## config.mk

```make
export PLATFORM = sky130hd
export DESIGN_NAME = mux_wd_seq
export DESIGN_NICKNAME = d
export VERILOG_FILES = /design/src/rtl/mux_wd_seq.sv
export SDC_FILE = /design/constraint.sdc
export NUM_CORES = 1
export LEC_CHECK = 0
export ABC_AREA = 1
export CAP_MARGIN = 20
export CORE_MARGIN = 2
export CORE_UTILIZATION = 37
export DETAILED_ROUTE_END_ITERATION = 7
export GPL_TIMING_DRIVEN = 1
export HOLD_SLACK_MARGIN = 0.05
export PLACE_DENSITY = 0.83
export SYNTH_ARGS = -nofsm -noshare
export SYNTH_HDL_FRONTEND = slang
export SYNTH_SLANG_ARGS = --single-unit
```

## constraint.sdc

```tcl
create_clock -name clk -period 2.7 [get_ports clk]
set_input_delay 0.405 -clock clk [delete_from_list [all_inputs] [get_ports clk]]
set_output_delay 0.405 -clock clk [all_outputs]
set_load 0.01 [all_outputs]
```

## src/rtl/mux_wd_seq.sv

```systemverilog
// Registered write-data selector for the register-file write port.
// Picks one of N_SRC sources, sizes/extends it, and waits (bounded) on slow sources.
module mux_wd_seq #(
    parameter int unsigned DATA_W   = 32,
    parameter int unsigned N_SRC    = 6,
    parameter int unsigned SEL_W    = 3,
    parameter int unsigned MAX_WAIT = 15,
    parameter int unsigned CNT_W    = 4
) (
    input  logic                    clk,
    input  logic                    reset,
    input  logic                    req,
    input  logic [SEL_W-1:0]        sel,
    input  logic [1:0]              size,
    input  logic                    sign_ext,
    input  logic [N_SRC*DATA_W-1:0] src_data,
    input  logic [N_SRC-1:0]        src_ready,
    output logic                    busy,
    output logic                    wd_valid,
    output logic [DATA_W-1:0]       wd_out,
    output logic [1:0]              err
);

    localparam logic [0:0] ST_IDLE = 1'b0;
    localparam logic [0:0] ST_WAIT = 1'b1;

    localparam logic [1:0] ERR_OK      = 2'b00;
    localparam logic [1:0] ERR_BAD_SEL = 2'b01;
    localparam logic [1:0] ERR_TIMEOUT = 2'b10;

    logic [0:0]        state_q, state_d;
    logic [CNT_W-1:0]  cnt_q, cnt_d;
    logic [SEL_W-1:0]  sel_q, sel_d;
    logic [1:0]        size_q, size_d;
    logic              sext_q, sext_d;
    logic              valid_q, valid_d;
    logic [DATA_W-1:0] wd_out_q, wd_out_d;
    logic [1:0]        err_q, err_d;

    logic [SEL_W-1:0]  ch_sel;
    logic [1:0]        ch_size;
    logic              ch_sext;
    logic [DATA_W-1:0] ch_data;
    logic              ch_ready;
    logic              sel_ok;

    // Word passes through; half/byte take the low bits and fill with sign or zero.
    function automatic logic [DATA_W-1:0] size_ext(input logic [DATA_W-1:0] d,
                                                   input logic [1:0]        sz,
                                                   input logic              sx);
        logic [DATA_W-1:0] r;
        case (sz)
            2'b01:   r = {{(DATA_W-16){sx & d[15]}}, d[15:0]};
            2'b10:   r = {{(DATA_W-8){sx & d[7]}}, d[7:0]};
            default: r = d;
        endcase
        return r;
    endfunction

    // Channel mux: live inputs in IDLE, latched request fields in WAIT.
    always_comb begin
        ch_sel   = (state_q == ST_WAIT) ? sel_q : sel;
        ch_size  = (state_q == ST_WAIT) ? size_q : size;
        ch_sext  = (state_q == ST_WAIT) ? sext_q : sign_ext;
        ch_data  = '0;
        ch_ready = 1'b0;
        sel_ok   = 1'b0;
        // Out-of-range selectors match no channel, so nothing is indexed past N_SRC.
        for (int k = 0; k < int'(N_SRC); k++) begin
            if (ch_sel == SEL_W'(k)) begin
                ch_data  = src_data[k*DATA_W +: DATA_W];
                ch_ready = src_ready[k];
                sel_ok   = 1'b1;
            end
        end
    end

    // Next-state logic for the IDLE/WAIT controller and the result registers.
    always_comb begin
        state_d  = state_q;
        cnt_d    = cnt_q;
        sel_d    = sel_q;
        size_d   = size_q;
        sext_d   = sext_q;
        valid_d  = 1'b0;
        wd_out_d = wd_out_q;
        err_d    = err_q;
        case (state_q)
            ST_IDLE: begin
                if (req) begin
                    if (!sel_ok) begin
                        valid_d  = 1'b1;
                        err_d    = ERR_BAD_SEL;
                        wd_out_d = '0;
                    end else if (ch_ready) begin
                        valid_d  = 1'b1;
                        err_d    = ERR_OK;
                        wd_out_d = size_ext(ch_data, ch_size, ch_sext);
                    end else begin
                        sel_d   = sel;
                        size_d  = size;
                        sext_d  = sign_ext;
                        cnt_d   = '0;
                        state_d = ST_WAIT;
                    end
                end
            end
            ST_WAIT: begin
                // Ready takes priority over a timeout in the same cycle.
                if (ch_ready) begin
                    valid_d  = 1'b1;
                    err_d    = ERR_OK;
                    wd_out_d = size_ext(ch_data, ch_size, ch_sext);
                    state_d  = ST_IDLE;
                end else if (cnt_q == CNT_W'(MAX_WAIT - 1)) begin
                    valid_d  = 1'b1;
                    err_d    = ERR_TIMEOUT;
                    wd_out_d = '0;
                    state_d  = ST_IDLE;
                end else begin
                    cnt_d = cnt_q + 1'b1;
                end
            end
            default: state_d = ST_IDLE;
        endcase
    end

    // State and output registers; reset overrides any in-flight request.
    always_ff @(posedge clk) begin
        if (reset) begin
            state_q  <= ST_IDLE;
            cnt_q    <= '0;
            sel_q    <= '0;
            size_q   <= '0;
            sext_q   <= 1'b0;
            valid_q  <= 1'b0;
            wd_out_q <= '0;
            err_q    <= ERR_OK;
        end else begin
            state_q  <= state_d;
            cnt_q    <= cnt_d;
            sel_q    <= sel_d;
            size_q   <= size_d;
            sext_q   <= sext_d;
            valid_q  <= valid_d;
            wd_out_q <= wd_out_d;
            err_q    <= err_d;
        end
    end

    assign busy     = (state_q == ST_WAIT);
    assign wd_valid = valid_q;
    assign wd_out   = wd_out_q;
    assign err      = err_q;

endmodule
```

==> results.toml <==
[route]
drt_drc_violations_left = 0
drt-total-wl_um = 16700
drtIter0Drc = 351
wl_per_cell_um = 18.0
routed_via_density = 5.35
drt_pass1_iterations = 5
vias = 4968
drtAntennaViolNets = 0

[synthesis]
synthSimpleGateAreaFrac_pct = 39.3
async_flop_share_pct = 0
syn_area_per_cell_um2 = 6.44
synthAdderAreaFrac_pct = 1.37
synth_compound_area_share_pct = 21.6
synth_top_family_by_area = "simple AND/OR/NAND/NOR gates"
yosys_warnings = 0
syn-num-nets = 779
ys.flop_type = "dfxtp_1"
synth_cell_types = 37
synth.yosys.seq_area_share_pct = 25.2
synth_xor_area_share_pct = 0.479
syn_inst = 568
synthMuxAreaShare_pct = 0.274
synth-seq-cells = 46
synth_edf_count = 0
syn_area_um2 = 3660

[pwr]
power_per_cell_area_nw_per_um2 = 521
ir_drop_mv = 0.336
leakage_nw = 2.44
power_mw = 3.29

[clock_tree]
cts_tree = "yes"
post_cts_buffers = 0
holdBufCountCts = 0
h-tree-depth = 2
max-clock-path-buffers = 2
root_buffer = "clkbuf_8"
clock-sinks = 46
clkTransAtPathRegs_ns = 0.09
clock_latency_ns = 0.30
cts_resized = 0
cts_buffers = 5

[global_route]
grt_use_total_pct = 28.9
grt_max_degree = 34
antenna_found_initial = 0
first_global_vias = 4421
grt_overflow = 0
grt_first_pass_wirelength_um = 23700

[worst_setup_path]
end_kind = "register"
rr_endpoint = "wd_out[16]"
start_kind = "register"
cp_max_fo = 31
crit_type = "reg -> reg"
reg2regPathDepth = 12
r2r_slack_ns = 0.26
reg2reg_from = "busy"
cp_data_required_time_ns = 2.88
cp_data_arrival_time_ns = 2.62

[hold_path]
hold_path.class = "reg -> reg"
holdPathEnd = "wd_out[3]"
worstHoldStart = "wd_out[3]"
whs_path_depth = 2

[floorplanning]
io_pins = 243
die_y_um = 103
core-area_um2 = 9680
die_area_um2 = 10700
die_w_um = 103
num_rows = 36
initial_utilization_pct = 37.8

[timing]
setup_viol = 0
tns_ns = 0
worst_pin_slew_ns = 0.501
slew_headroom_pct = 66.5
fin_skew_ns = 0.00716
period_needed_ns = 2.44
fin_crit_sh_pct = 90.4
hold_viol_final = 0
rsz0062_at_grt = "false"
fmax_ghz = 0.410
slew_viol_final = 0

[layout]
utilization_pct = 65.2
diodes = 0
fin_nets = 1006
layout_common_cells = "clkdlybuf4s50_1, nand2_1, a21oi_1, nand3_1, nand4_1"
final_common_cell = "clkdlybuf4s50_1"
areaGrowthSynthToFinish_pct = 72.6
drive_gt1_share_pct = 7.54

[run]
drv_cap = 0

[place]
gp_congestion = 0.939
hpwlAfterDp_um = 13500
io_buffers = 242

[run_status]
status = "finished clean"
-- final cells by class --
class	instances	area, um^2
clock inverters	2	37.5
repair buffers	261	2600
inverters	55	208
fillers	820	3370
multi-input cells	426	2310
flip-flops and latches	46	921
clock buffers	6	72.6
well taps	133	166
-- worst max-delay path: stages (launching register included) --
cell	delay (ns)
dfxtp_1	0.53
inv_2	0.18
nand2_1	0.14
nand2_4	0.13
buf_4	0.27
nand3_1	0.12
nand2_1	0.05
nor2_1	0.08
nand3_1	0.11
nand3_1	0.10
nand3_2	0.29
nand4_1	0.23
a21oi_1	0.09
-- per-stage QoR --
step           setup slack (ns)  instance area (um^2)  std cells  hold slack (ns)
5_1_grt                  0.0510                  6310        929            0.488
3_3_place_gp              0.129                  6200        921            0.450
4_1_cts                   0.282                  6310        929            0.470
6_report                  0.259                  6310        929            0.469
2_1_floorplan             0.437                  3660        568            0.440
3_5_place_dp             0.0849                  6200        921            0.456
-- metal layers --
layer,vias to the layer above,track usage (%),part of all wire (%)
met5,-,0,0
met4,0,10.8,3.6
met3,45,6.99,9.2
met2,243,45.2,45
met1,2272,38.6,43
li1,2408,-,-
-- how the worst max path moves through the flow --
| stage | from | end | slack, ns | cells after the start |
|---|---|---|---|---|
| 2_1_floorplan | busy | wd_out[30] | 0.44 | 12 |
| 3_3_place_gp | size[0] | wd_out[15] | 0.13 | 10 |
| 3_5_place_dp | sel[2] | wd_out[20] | 0.08 | 13 |
| 4_1_cts | busy | wd_out[16] | 0.28 | 12 |
| 5_1_grt | busy | wd_out[20] | 0.05 | 10 |
| 6_report | busy | wd_out[16] | 0.26 | 12 |
-- cells by family (layout without fill, tap and decap cells) --
kind of cell | count (synthesis) | in the layout
and+or+nand+nor | 290 | 290
buffers and inverters | 96 | 324
xor gates and xnor gates | 2 | 2
DFF | 46 | 46
adders and majority gates | 4 | 4
muxes | 1 | 1
AOI/OAI and AO/OA | 129 | 129
-- power by group --
group / total (mW) / internal, mW / switching (mW)
sequential: 0.844 / 0.777 / 0.0675
clock: 0.517 / 0.277 / 0.240
combinational: 1.93 / 0.883 / 1.05
-- sequential cells by signal, indices dropped and copies added, names as in the netlist --
signal / cells
err: 2
wd_out: 32
sext_q: 1
sel_q: 3
wd_valid: 1
cnt_q: 4
size_q: 2
busy: 1
-- Yosys cell counts, types with 4 or more instances --
| master | n | area share [%] |
|---|---|---|
| a21oi_1 | 71 | 9.7 |
| a31o_1 | 7 | 1.7 |
| buf_2 | 15 | 2.1 |
| buf_4 | 4 | 0.82 |
| buf_6 | 5 | 1.5 |
| clkbuf_1 | 15 | 1.5 |
| dfxtp_1 | 46 | 25 |
| ha_1 | 4 | 1.4 |
| inv_1 | 45 | 4.6 |
| inv_2 | 8 | 0.82 |
| nand2_1 | 143 | 15 |
| nand2_2 | 4 | 0.68 |
| nand2_4 | 4 | 1.2 |
| nand3_1 | 58 | 7.9 |
| nand4_1 | 47 | 8.0 |
| nor2_1 | 17 | 1.7 |
| o211a_1 | 19 | 5.2 |
| o211ai_1 | 4 | 0.82 |
| o21ai_0 | 14 | 1.9 |
| o21ai_1 | 6 | 0.82 |
| o22ai_1 | 7 | 1.2 |
| or2_2 | 4 | 0.68 |
Power figures use the tool's default switching activity.
